**config.mk**
```make
export PLATFORM = sky130hd
export DESIGN_NAME = ext_irq_ctrl
export DESIGN_NICKNAME = d
export VERILOG_FILES = /design/src/rtl/ext_irq_ctrl.sv
export SDC_FILE = /design/constraint.sdc
export NUM_CORES = 1
export LEC_CHECK = 0
export CAP_MARGIN = 30
export CORE_AREA = 2 2 174 176
export CTS_CLUSTER_DIAMETER = 150
export DETAILED_ROUTE_END_ITERATION = 12
export DIE_AREA = 0 0 176 178
export GPL_ROUTABILITY_DRIVEN = 0
export PLACE_DENSITY_LB_ADDON = 0.08
export SKIP_CTS_REPAIR_TIMING = 1
export SYNTH_ARGS = -nofsm -noshare
export SYNTH_HDL_FRONTEND = slang
export SYNTH_SLANG_ARGS = --single-unit
```
**constraint.sdc**
```tcl
create_clock -name Clk -period 4.1 [get_ports Clk]
set_input_delay 0.82 -clock Clk [delete_from_list [all_inputs] [get_ports Clk]]
set_output_delay 0.82 -clock Clk [all_outputs]
set_load 0.03 [all_outputs]
```
**src/rtl/ext_irq_ctrl.sv**
```systemverilog
// External interrupt controller: synchronises N_SRC asynchronous lines, latches them
// as edge- or level-mode pending bits and hands the lowest-index enabled one to the CPU.
module ext_irq_ctrl #(
    parameter int N_SRC = 31,
    parameter int VEC_W = 5
) (
    input  logic             Clk,
    input  logic             Rst,
    input  logic [N_SRC-1:0] i_ext,
    input  logic             cfg_we,
    input  logic [1:0]       cfg_addr,
    input  logic [31:0]      cfg_wdata,
    output logic [31:0]      cfg_rdata,
    output logic             irq_req,
    output logic [VEC_W-1:0] irq_vec,
    input  logic             irq_ack,
    input  logic             irq_done
);

    typedef enum logic [1:0] {
        ST_IDLE    = 2'd0,
        ST_REQ     = 2'd1,
        ST_SERVICE = 2'd2
    } state_t;

    localparam logic [1:0] ADDR_ENABLE   = 2'd0;
    localparam logic [1:0] ADDR_EDGE_SEL = 2'd1;
    localparam logic [1:0] ADDR_PENDING  = 2'd2;
    localparam logic [1:0] ADDR_STATUS   = 2'd3;

    logic [N_SRC-1:0] sync1;
    logic [N_SRC-1:0] sync2;
    logic [N_SRC-1:0] sync2_d;
    logic [N_SRC-1:0] enable;
    logic [N_SRC-1:0] edge_sel;
    logic [N_SRC-1:0] pending;
    logic [N_SRC-1:0] pending_nxt;
    logic [N_SRC-1:0] rise;
    logic [N_SRC-1:0] w1c_mask;
    logic [N_SRC-1:0] ack_mask;
    logic [N_SRC-1:0] cand;
    logic             cand_any;
    logic [VEC_W-1:0] cand_idx;
    logic             ack_fire;
    logic             vec_load;
    logic [31:0]      status_word;

    state_t state;
    state_t state_nxt;

    always_ff @(posedge Clk) begin
        if (!Rst) begin
            sync1   <= '0;
            sync2   <= '0;
            sync2_d <= '0;
        end else begin
            sync1   <= i_ext;
            sync2   <= sync1;
            sync2_d <= sync2;
        end
    end

    always_ff @(posedge Clk) begin
        if (!Rst) begin
            enable   <= '0;
            edge_sel <= '0;
        end else if (cfg_we) begin
            case (cfg_addr)
                ADDR_ENABLE:   enable   <= cfg_wdata[N_SRC-1:0];
                ADDR_EDGE_SEL: edge_sel <= cfg_wdata[N_SRC-1:0];
                default: ;
            endcase
        end
    end

    // A fresh edge always wins over a same-cycle W1C or acknowledge on that bit.
    assign rise     = sync2 & ~sync2_d & edge_sel;
    assign w1c_mask = (cfg_we && (cfg_addr == ADDR_PENDING)) ? cfg_wdata[N_SRC-1:0] : '0;
    assign ack_fire = (state == ST_REQ) && irq_ack;
    assign ack_mask = ack_fire ? (N_SRC'(1) << irq_vec) : '0;

    assign pending_nxt = (~edge_sel & sync2)
                       | (edge_sel & (rise | (pending & ~(w1c_mask | ack_mask))));

    always_ff @(posedge Clk) begin
        if (!Rst) begin
            pending <= '0;
        end else begin
            pending <= pending_nxt;
        end
    end

    assign cand     = pending & enable;
    assign cand_any = |cand;

    // Scan from the top down so the lowest set index is the one left standing.
    always_comb begin
        cand_idx = '0;
        for (int i = N_SRC - 1; i >= 0; i--) begin
            if (cand[i]) begin
                cand_idx = VEC_W'(i);
            end
        end
    end

    always_comb begin
        state_nxt = state;
        vec_load  = 1'b0;
        case (state)
            ST_IDLE: begin
                if (cand_any) begin
                    state_nxt = ST_REQ;
                    vec_load  = 1'b1;
                end
            end
            ST_REQ: begin
                if (irq_ack) begin
                    state_nxt = ST_SERVICE;
                end
            end
            ST_SERVICE: begin
                if (irq_done) begin
                    state_nxt = ST_IDLE;
                end
            end
            default: state_nxt = ST_IDLE;
        endcase
    end

    always_ff @(posedge Clk) begin
        if (!Rst) begin
            state   <= ST_IDLE;
            irq_vec <= '0;
        end else begin
            state <= state_nxt;
            if (vec_load) begin
                irq_vec <= cand_idx;
            end
        end
    end

    assign irq_req = (state == ST_REQ);

    always_comb begin
        status_word                = '0;
        status_word[VEC_W-1:0]     = irq_vec;
        status_word[9:8]           = state;
        cfg_rdata                  = '0;
        case (cfg_addr)
            ADDR_ENABLE:   cfg_rdata = 32'(enable);
            ADDR_EDGE_SEL: cfg_rdata = 32'(edge_sel);
            ADDR_PENDING:  cfg_rdata = 32'(pending);
            ADDR_STATUS:   cfg_rdata = status_word;
            default:       cfg_rdata = '0;
        endcase
    end

    generate
        if (N_SRC < 32) begin : g_wdata_spare
            logic unused_wdata_hi;
            assign unused_wdata_hi = ^cfg_wdata[31:N_SRC];
        end
    endgenerate

endmodule

```
* After elaboration in Yosys (flattened, before gate mapping) *
Cells that the tools add are included.

word-level totals
  output and inout port bits = 38
  flip-flop bits (word level) = 193
  word-level logic and storage cells = 77

operators by class
  reduce and logical (&&, ||, !) cells = 8
  bitwise operators = 12
  shifts and indexed selects = 1
  muxes and demuxes = 40
  equality and inequality tests = 8

operators with widths
  cell                  number
  $and 31x31->31        6
  $mux 5                31
  $pmux 32 s4           1
  $not 31->31           3
  $or 31x31->31         3
  $mux 31               2
  $reduce_or 31->1      1
  $shl 1x5->31 const A  1
  $eq 2x2->1 const B    3
  $mux 2                3
  $pmux 2 s3            1
  $eq 2x1->1 const B    2
  $logic_not 2->1       2
  $ne 2x2->1 const B    2
  $reduce_and 2->1      2
  $reduce_and 3->1      1
  $logic_and 1x1->1     2
  $mux 1                2
  $ne 2x1->1 const B    1

* Depth between registers and ports, before layout *
  word-level depth = 32
  gate-level depth with buffers = 9

* Worst setup path before layout *
OpenSTA, ideal clock, no wires.

  kind = in2out
  start = in cfg_addr[0]
  end = out cfg_rdata[10]
  stages on the path = 4
  slack = 1225 ps
  arrival time = 2055 ps
  data required time = 3280 ps
  cell sequence = buf_2 -> buf_2 -> mux2i_1 -> o21ai_0

on the way
  cells in the longest elaborated chain, start to end = 2
  elaborated cells between the ends (all ways) = 5
  those cells by class = eq/ne: 3; mux: 1; reduce/logical: 1

ends and longest elaborated chain
  what                                      RTL line  text
  from (decl)                               11        input logic [1:0] cfg_addr,
  $eq 2x2->1, or another cell as far along  149       case (cfg_addr)
  $pmux 32 s4 *                             149
  to (decl)                                 13        output logic [31:0] cfg_rdata,

Every way passes the cells marked *; elsewhere a longest branch is shown, timed or not. The select of a mux whose other input is x is not followed.

* Final worst setup path *
  start = in cfg_addr[1]
  end = out cfg_rdata[14]

Same word-level chain as after synthesis.

==> metrics <==
first-pass GRT wire length 38400 um; # DRC 0; Setup crit end kind output pin; hpwl dp 17800 um; Max Freq 304 MHz; gr usage total 16.4%; Die Wd 176 um; largest net degree at the start of global routing 71; clock root cell clkbuf_16; final hold vios 0; reg2reg end pending[24]$_SDFF_PN0_; I/O pin cnt 108; syn nets 952; filler instances 3079; Mean Syn Cell Area 8.92 um^2; CTS Buffer Depth 2; Die Y 178 um; Most used DFF post-synth dfxtp_1; CP Depth 6; top cells by area, synth dfxtp_1 (49%), nand2_1 (12%), and2_1 (7.5%); VDD IR-drop max 0.248 mV; commonest non-fill, non-tap cell in the layout nand2_1; reg2reg path depth 5; R2R setup slack 2.00 ns; main combinational cell family by area after synthesis simple AND/OR/NAND/NOR gates; Int Power 2.99 mW; highest-count cells in the layout ignoring fill and taps nand2_1 (241), dfxtp_1 (193), and2_1 (94); FF+latch count, synth 193; Mapped Cells 882; Worst setup endpoint cfg_rdata[14]; post-synth top area cell dfxtp_1; vias per cell 4.66; RSZ-0062 raised after global routing no; clk slew on worst S/H paths 0.08 ns; clock power share 42.7%; part of the power in registers 48.7%; Worst Setup SP cfg_addr[1]; Hold WS 0.435 ns; grt total ovfl 0; Setup Viol. Count Final 0; crit share post-route 80.3%; area share of fa/ha/maj cells after synthesis 0%; clk_lat worst skew 0.44 ns; Synthesis Warnings 0; switching share of power 26.7%; Seq/Total Area, Yosys 49.1%; total negative slack 0 ns; ys async rst share 0%; WL final 25200 um; input/output buffers 105; Synth Area in XOR/XNOR 0%; Yosys cell types 55; Hold WC Path Type register to register; nets 1037; worst path arrival time 2.47 ns; ANT nets after route 0; # clock sinks 193; crit-path max FO 12; Synth Area in Compound Gates 17.0%; status completed; actual transition at the worst max-transition pin 0.891 ns; Worst path max stage delay 0.58 ns; vias after detailed routing 6386; drt first pass iters 7; worst path bufs/invs 3; core area 0.0294 mm^2; Num CTS Buffers 17; CP required 3.28 ns; Tmin final 3.29 ns; DRT iter0 DRCs 351; worst-path cell chain clkdlybuf4s50_1, nor2b_4, buf_4, nand2_1, o21ai_0, buf_12; mean routed wirelength per cell 18.4 um; initial antenna violation count 1; PD cells 405 mW/mm^2; Final Skew 0.0138 ns; H-tree Lvls 4; initial core utilization 26.7%; Final Max Slew Viols 0; Max-cap violations 0; Worst R2R Start state[0]$_SDFFE_PN0P_; Post-synth EDFFs 0; critical setup path kind input port to output pin; Startpoint Class input port; headroom to the max-slew limit 40.5%; Slowest-stage cell, CP clkdlybuf4s50_1; simple-gate portion of the synthesized area 25.4%; family with the most delay on the worst path buffers and inverters; die footprint 0.0313 mm^2; top cell type's share of synthesized area 49.1%; Syn-to-layout area delta 28.1%; TritonCTS clock tree yes; share of cells above drive strength 1 10.9%; mux cell area share after synthesis 5.06%; Leak 3.84 nW; combinational share of power 8.6%; cell area after synthesis 0.00786 mm^2; sw power 1.09 mW; Cell Rows 63; vias in the first global route 6180
## power by group through the flow
stage / logic (mW) / clock network [mW] / registers, mW
CTS: 0.356 / 1.79 / 1.99
detailed placement: 0.355 / 0 / 2.03
global placement: 0.354 / 0 / 2.03
finish: 0.349 / 1.74 / 1.99
global route: 0.379 / 1.86 / 2.00
floorplan: 0.180 / 0 / 2.01
## through the flow
| stage | cell area [um^2] | power, mW | setup WS, ns | cells | utilization (%) |
|---|---|---|---|---|---|
| floorplan | 7860 | 2.19 | 1.22 | 882 | - |
| finish | 10100 | 4.08 | 0.810 | 1371 | 34.3 |
| detailed placement | 9450 | 2.39 | 0.754 | 1338 | 32.1 |
| CTS | 10100 | 4.13 | 0.752 | 1370 | 34.2 |
| global route | 10100 | 4.23 | 0.722 | 1370 | 34.2 |
| global placement | 9450 | 2.38 | 0.739 | 1338 | 32.1 |
## cell usage after synthesis (2+ instances only)
master    instances
a22oi_2           2
nor2b_1           3
a41oi_1           2
a21boi_0         64
dfxtp_1         193
a21o_1           16
nand2_1         241
o221a_2           2
a22o_1            3
mux2i_1          24
a31oi_1           2
a22oi_1           9
nor3_1            4
a222oi_1          2
nand3b_1          3
a21oi_1          15
buf_2             9
buf_6             5
nor2_1            6
o21ai_0          42
mux4_2            7
buf_1             4
nor2b_4           2
nand2b_1          3
nor3b_2           3
a221oi_1         16
nand4_1           9
and2_1           94
clkbuf_1         37
a32o_1            3
nand3_1          32
nor3b_1           2
## layout make-up
cell class	count	area (um^2)	area share, %
Multi-Input combinational cell	633	3740	37.2
Sequential cell	193	3860	38.4
Clock inverter	15	194	1.93
Timing Repair Buffer	122	1360	13.5
Clock buffer	17	425	4.22
Tap cell	390	488	4.84
Antenna cell	1	2.50	0.0248
## cell families after synthesis
family                 after synthesis
AND/OR/NAND/NOR                    412
flip-flops                         193
AO/OA/AOI/OAI                      189
buffers and inverters               56
multiplexers                        31
other                                1
## worst min-delay path by stage
stage	slack [ns]	depth (start not counted)	start	end
after floorplan	0.41	1	sync1[0]$_SDFF_PN0_	sync2[0]$_SDFF_PN0_
after global placement	0.41	1	sync1[26]$_SDFF_PN0_	sync2[26]$_SDFF_PN0_
after detailed placement	0.42	1	sync1[6]$_SDFF_PN0_	sync2[6]$_SDFF_PN0_
after CTS	0.44	1	sync1[17]$_SDFF_PN0_	sync2[17]$_SDFF_PN0_
after global routing	0.45	1	sync1[26]$_SDFF_PN0_	sync2[26]$_SDFF_PN0_
final	0.44	1	sync1[1]$_SDFF_PN0_	sync2[1]$_SDFF_PN0_
## flip-flops by register name, summed over array words and instances (netlist names)
| signal | flops |
|---|---|
| irq_vec | 5 |
| enable | 31 |
| sync1 | 31 |
| sync2_d | 31 |
| state | 2 |
| sync2 | 31 |
| pending | 31 |
| edge_sel | 31 |
## routing by layer
layer	vias up	global-route usage, %	wire (um)
li1	3188	-	-
met1	3030	23.0	12400
met4	0	4.89	448
met3	25	2.49	972
met5	-	0	0
met2	143	26.1	11300
Note: power is estimated with default switching activity, not from simulation.
